`src/rtl/phase_sequencer.sv`:
```
// Multi-channel phase generator: period (us) -> phase step via a sequential divider,
// one shared accumulator, per-channel offsets. Optional sync input under PHASE_SYNC_EN.
module phase_sequencer #(
    parameter int PHASE_W     = 13,
    parameter int FRAC_W      = 8,
    parameter int PERIOD_W    = 8,
    parameter int CLKS_PER_US = 10,
    parameter int NUM_CH      = 2
) (
    input  logic                        clock,
    input  logic                        reset,
`ifdef PHASE_SYNC_EN
    input  logic                        sync_in,
`endif
    input  logic [PERIOD_W-1:0]         period,
    input  logic                        period_valid,
    output logic                        period_ready,
    input  logic [NUM_CH*PHASE_W-1:0]   ch_offset,
    output logic [NUM_CH*PHASE_W-1:0]   phase_out,
    output logic                        wrap,
    output logic                        running
);

    localparam int ACC_W = PHASE_W + FRAC_W;
    localparam int T_W   = PERIOD_W + $clog2(CLKS_PER_US + 1);
    localparam int CNT_W = $clog2(ACC_W);
    localparam logic [CNT_W-1:0] LAST_BIT = CNT_W'(ACC_W - 1);

    localparam logic [1:0] ST_IDLE = 2'd0;
    localparam logic [1:0] ST_DIV  = 2'd1;
    localparam logic [1:0] ST_PEND = 2'd2;

    logic [1:0]       state;
    logic [ACC_W-1:0] acc;
    logic [ACC_W-1:0] step;
    logic [ACC_W-1:0] quo;
    logic [ACC_W-1:0] step_next;
    logic [ACC_W:0]   acc_sum;
    logic [T_W-1:0]   t_req;
    logic [T_W-1:0]   t_lat;
    logic [T_W-1:0]   rem;
    logic [T_W-1:0]   rem_next;
    logic [T_W:0]     rem_shift;
    logic             rem_ge;
    logic [CNT_W-1:0] bit_cnt;
    logic             carry;
    logic             wrap_d;
    logic             sync_clear;
    logic             apply_step;

`ifdef PHASE_SYNC_EN
    logic sync_prev;

    always_ff @(posedge clock or negedge reset) begin
        if (!reset) sync_prev <= 1'b0;
        else        sync_prev <= sync_in;
    end

    assign sync_clear = sync_in & ~sync_prev;
`else
    assign sync_clear = 1'b0;
`endif

    assign t_req      = T_W'(period) * T_W'(CLKS_PER_US);
    assign rem_shift  = {rem, 1'b0};
    assign rem_ge     = rem_shift >= {1'b0, t_lat};
    assign rem_next   = rem_ge ? T_W'(rem_shift - {1'b0, t_lat}) : rem_shift[T_W-1:0];

    // A sync clear discards the increment, so it also suppresses the carry.
    assign acc_sum    = {1'b0, acc} + {1'b0, step};
    assign carry      = acc_sum[ACC_W] & ~sync_clear;
    assign apply_step = (state == ST_PEND) && ((step == '0) || carry);
    assign step_next  = apply_step ? quo : step;

    assign period_ready = (state == ST_IDLE);

    always_ff @(posedge clock or negedge reset) begin
        if (!reset) begin
            acc       <= '0;
            step      <= '0;
            running   <= 1'b0;
            wrap_d    <= 1'b0;
            wrap      <= 1'b0;
            phase_out <= '0;
        end else begin
            acc     <= sync_clear ? '0 : acc_sum[ACC_W-1:0];
            step    <= step_next;
            running <= (step_next != '0);
            wrap_d  <= carry;
            wrap    <= wrap_d;
            for (int k = 0; k < NUM_CH; k++) begin
                phase_out[k*PHASE_W +: PHASE_W] <= acc[ACC_W-1:FRAC_W] + ch_offset[k*PHASE_W +: PHASE_W];
            end
        end
    end

    // Restoring division of 2^ACC_W by T: the leading 1 is preloaded into the
    // remainder, so ACC_W iterations suffice and T==1 saturates naturally.
    always_ff @(posedge clock or negedge reset) begin
        if (!reset) begin
            state   <= ST_IDLE;
            t_lat   <= '0;
            rem     <= '0;
            quo     <= '0;
            bit_cnt <= '0;
        end else begin
            case (state)
                ST_IDLE: begin
                    if (period_valid) begin
                        t_lat   <= t_req;
                        rem     <= T_W'(1);
                        quo     <= '0;
                        bit_cnt <= '0;
                        state   <= (t_req == '0) ? ST_PEND : ST_DIV;
                    end
                end
                ST_DIV: begin
                    rem     <= rem_next;
                    quo     <= {quo[ACC_W-2:0], rem_ge};
                    bit_cnt <= bit_cnt + 1'b1;
                    if (bit_cnt == LAST_BIT) state <= ST_PEND;
                end
                ST_PEND: begin
                    if (apply_step) state <= ST_IDLE;
                end
                default: state <= ST_IDLE;
            endcase
        end
    end

endmodule

```
`config.mk`:
```
export PLATFORM = sky130hd
export DESIGN_NAME = phase_sequencer
export DESIGN_NICKNAME = d
export VERILOG_FILES = /design/src/rtl/phase_sequencer.sv
export SDC_FILE = /design/constraint.sdc
export NUM_CORES = 1
export LEC_CHECK = 0
export ABC_AREA = 1
export BUFFER_PORTS_ARGS = -buffer_cell sky130_fd_sc_hd__buf_2
export CORE_MARGIN = 1.5
export CORE_UTILIZATION = 37
export DETAILED_ROUTE_END_ITERATION = 6
export SLEW_MARGIN = 40
export SYNTH_ARGS = -nofsm -noshare
export SYNTH_HDL_FRONTEND = slang
export SYNTH_SLANG_ARGS = --single-unit
```
`constraint.sdc`:
```
create_clock -name clock -period 5.85 [get_ports clock]
set_input_delay 0.8775 -clock clock [delete_from_list [all_inputs] [get_ports clock]]
set_output_delay 0.8775 -clock clock [all_outputs]
set_load 0.01 [all_outputs]
```
==> summary.md <==
| Metric | Value |
|---|---|
| Syn. warnings | 0 |
| Root Driver | clkbuf_16 |
| Post-synthesis register bit count | 122 |
| CP Launch Type | flip-flop |
| Core footprint | 18900 sq um |
| DR pass1 iterations | 5 |
| Diode count | 0 |
| Synth Area per Inst | 8.65 sq um |
| CP endpoint | rem[11]$_DFFE_PN0P_ |
| Critical path origin | t_lat[8]$_DFFE_PN0P_ |
| Final non-filler cell total | around 1200 |
| P_leak | 0.00420 uW |
| Final min period | 2.77 ns |
| VDD IR max | roughly 0.00027 V |
| Via count | approximately 5700 |
| IO Port Bufs | 65 |
| Worst reg-to-reg setup slack | a little over 3 ns |
| TritonCTS Buffers | 17 |
| Adder and majority gate portion of the synthesized area | 13.6% |
| Slew @ Worst Pin | 0.785 ns |
| Htree depth | 4 |
| Simple logic cell fraction of the synthesized area | 17.7% |
| Worst hold path type | flip-flop to flip-flop |
| Total GRT Usage | ~16% |
| WL per Instance | 13.2 um |
| CP peak stage delay | 0.61 ns |
| Post_cts resized | 0 |
| # rows | 50 |
| Worst Path Arrival | about 3.1 ns |
| Placed Cells incl. Taps | 1147 |
| Max Freq | between 300 and 400 MHz |
| Critical setup path kind | flip-flop to flip-flop |
| Final hold violation count | 0 |
| Fill cells | approximately 1900 |
| P&R area growth vs syn | 16.9% |
| DRC Markers | 0 |
| Setup-failing EPs final | 0 |
| Tcrit/Tclk final | 47.4% |
| Crit path capture type | flip-flop |
| Initial antenna violation count | 0 |
| Fin util | around 45% |
| Yosys cell types | 42 |
| Mux share of post-synthesis cell area | 0% |
| Worst reg2reg endpoint | rem[11]$_DFFE_PN0P_ |
| Syn nets | 944 |
| Layout cells sized above 1 | between 10 and 15% |
| Vert. Die Dim | ~140 um |
| Top_reg_cell synth | dfrtp_1 |
| Hold Slack | 0.354 ns |
| Via/cell ratio | 4.83 |
| Vias in the first global route | approximately 5600 |
| Multi-input gate area | 3690 sq um |
| Die Width | 142 um |
| Largest net degree at the start of global routing | a little over 50 |
| Final Slew Violations | 0 |
| Clk pin slew, worst setup/hold paths | 0.06 ns |
| Stages on worst setup path | 9 |
| Sequential area share after synthesis | 42.4% |
| Xor/xnor share of the synthesized area | 6.93% |
| Async S/R FF share, synth | 100% |
| Cells after Synth | 832 |
| Final ANT Viol Nets | 0 |
| Die area | just over 20000 sq um |
| Run status | finished, final reports clean |
| CTS Sinks | 122 |
| WP buf/inv | 1 |
| Setup_tns | 0 ns |
| Crit-path slowest cell | nand3_1 |
| Layout Nets | just over 1000 |
| Worst R2R Path Depth | 9 |
| Post-DP HPWL | 11.8 mm |
| CTS tree | done |
| Main combinational cell family by area after synthesis | simple AND/OR/NAND/NOR gates |
| R2r startpoint | t_lat[8]$_DFFE_PN0P_ |
| Starting Density | roughly two fifths |
| Max-cap viol count | 0 |
| Routability congestion estimate | 0.861 |
| Number of synthesized flops with an enable pin | 0 |
| Clock Latency Late Sink | roughly 0.4 ns |
| Global-route wire length before repair | 26.4 mm |
| Layout Skew | 0.00984 ns |
| Synth Area in Compound Gates | between 10 and 15% |
| IO Pins | 66 |
| Delay-heaviest family, CP | simple AND/OR/NAND/NOR gates |
| Critical-path cell list | inv_1 -> ha_1 -> a21oi_1 -> nand2_1 -> a221oi_1 -> nand3_1 -> or2_2 -> nand3_1 -> nand2_1 |
| Slew headroom | 47.5% |
| Setup Fix Bufs, Post-CTS | 0 |
| Final WL | roughly 16 mm |
| CP required | 6.14 ns |
| RSZ-0062 raised after global routing | no |
| Initial drt markers | ~260 |
| CP max FO | 23 |
| Mapped cell area | 7200 sq um |
| Grt ovf | 0 |
| Hold_buf cts | 0 |
| Longest Clk Path Bufs | 2 |
| Pwr/cell area | approximately 680 nW/um^2 |
| Reg area | 3050 sq um |
==> power by group <==
part,internal (uW),switching (uW)
clock network,670,391
logic,1200,1910
registers,1280,245
==> placed cells by master (no fill, tap or decap), types with 17 or more instances in the layout <==
master and instances:
dfrtp_1 122, nand2_1 161, nor2_1 52, o22ai_1 21, buf_2 64, xnor2_1 24
nand3_1 39, a21oi_1 64, ha_1 70, o21ai_0 49, inv_1 106, xor2_1 33
clkbuf_16 17, nand2_2 18
==> worst min path at each step <==
stage / startpoint / end / slack, ns / cells after the start
floorplan: wrap_d$_DFF_PN0_ / wrap$_DFF_PN0_ / 0.33 / 0
global placement: wrap_d$_DFF_PN0_ / wrap$_DFF_PN0_ / 0.33 / 0
detailed placement: wrap_d$_DFF_PN0_ / wrap$_DFF_PN0_ / 0.33 / 0
CTS: wrap_d$_DFF_PN0_ / wrap$_DFF_PN0_ / 0.35 / 0
global route: wrap_d$_DFF_PN0_ / wrap$_DFF_PN0_ / 0.36 / 0
finish: wrap_d$_DFF_PN0_ / wrap$_DFF_PN0_ / 0.35 / 0
==> sequential cells by signal, summed over array words and instances (netlist names) <==
register and count:
quo 21, rem 12, wrap 1, t_lat 11
wrap_d 1, step 21, bit_cnt 5, running 1
acc 21, phase_out 26, state 2
==> final cells by class <==
cell class | instances | area share, %
clock buffer | 18 | 5.10
clock inverter | 14 | 2.05
inverter | 107 | 4.77
multi-input combinational | 590 | 43.8
sequential | 122 | 36.3
tap | 260 | 3.86
timing repair buffer | 68 | 4.16
==> worst reg2reg max path: cells and delay by family, from the launching register on <==
family,cells,cell delay [ns]
AOI/OAI and AO/OA,2,0.46
DFF,1,0.35
adders and majority gates,1,0.37
and+or+nand+nor,5,1.39
buffers and inverters,1,0.08
==> per-layer routing <==
metal  vias up  global-route usage (%)  share of wire, %
li1       2930                       -                 -
met1      2611                    22.2                50
met2       130                    25.6                44
met3        18                    3.87               4.3
met4         0                    6.13               1.6
met5         -                       0                 0
==> cells in the mapped netlist (all sizes together), types with 3 or more instances <==
master     n  area, sq um
o21bai     4         30.0
nor2      56          225
inv      106          398
nand3     39          195
ha        70          876
o221ai     4         35.0
nand4      7         58.8
fa         5          100
o211ai     3         22.5
a21oi     65          329
or2        4         25.0
buf        5         36.3
o22ai     21          131
nand2    180          726
xor2      33          289
dfrtp    122         3050
o2111ai    3         26.3
nor3       6         30.0
xnor2     24          210
clkbuf     8         30.0
o21ai     52          260
==> cells by family after synthesis <==
group / after synthesis
adder cells (fa/ha/maj): 75
AO/OA/AOI/OAI: 164
AND/OR/NAND/NOR: 294
flip-flops: 122
XOR/XNOR: 57
buffers and inverters: 120
==> through the flow <==
step	total power, uW	instance area [sq um]	setup WS [ns]
floorplan	3910	7200	3.13
global placement	4600	7810	2.84
detailed placement	4640	7810	2.83
CTS	5730	8410	3.06
global route	6260	8420	2.83
finish	5700	8420	3.08
Power figures use the tool's default switching activity.
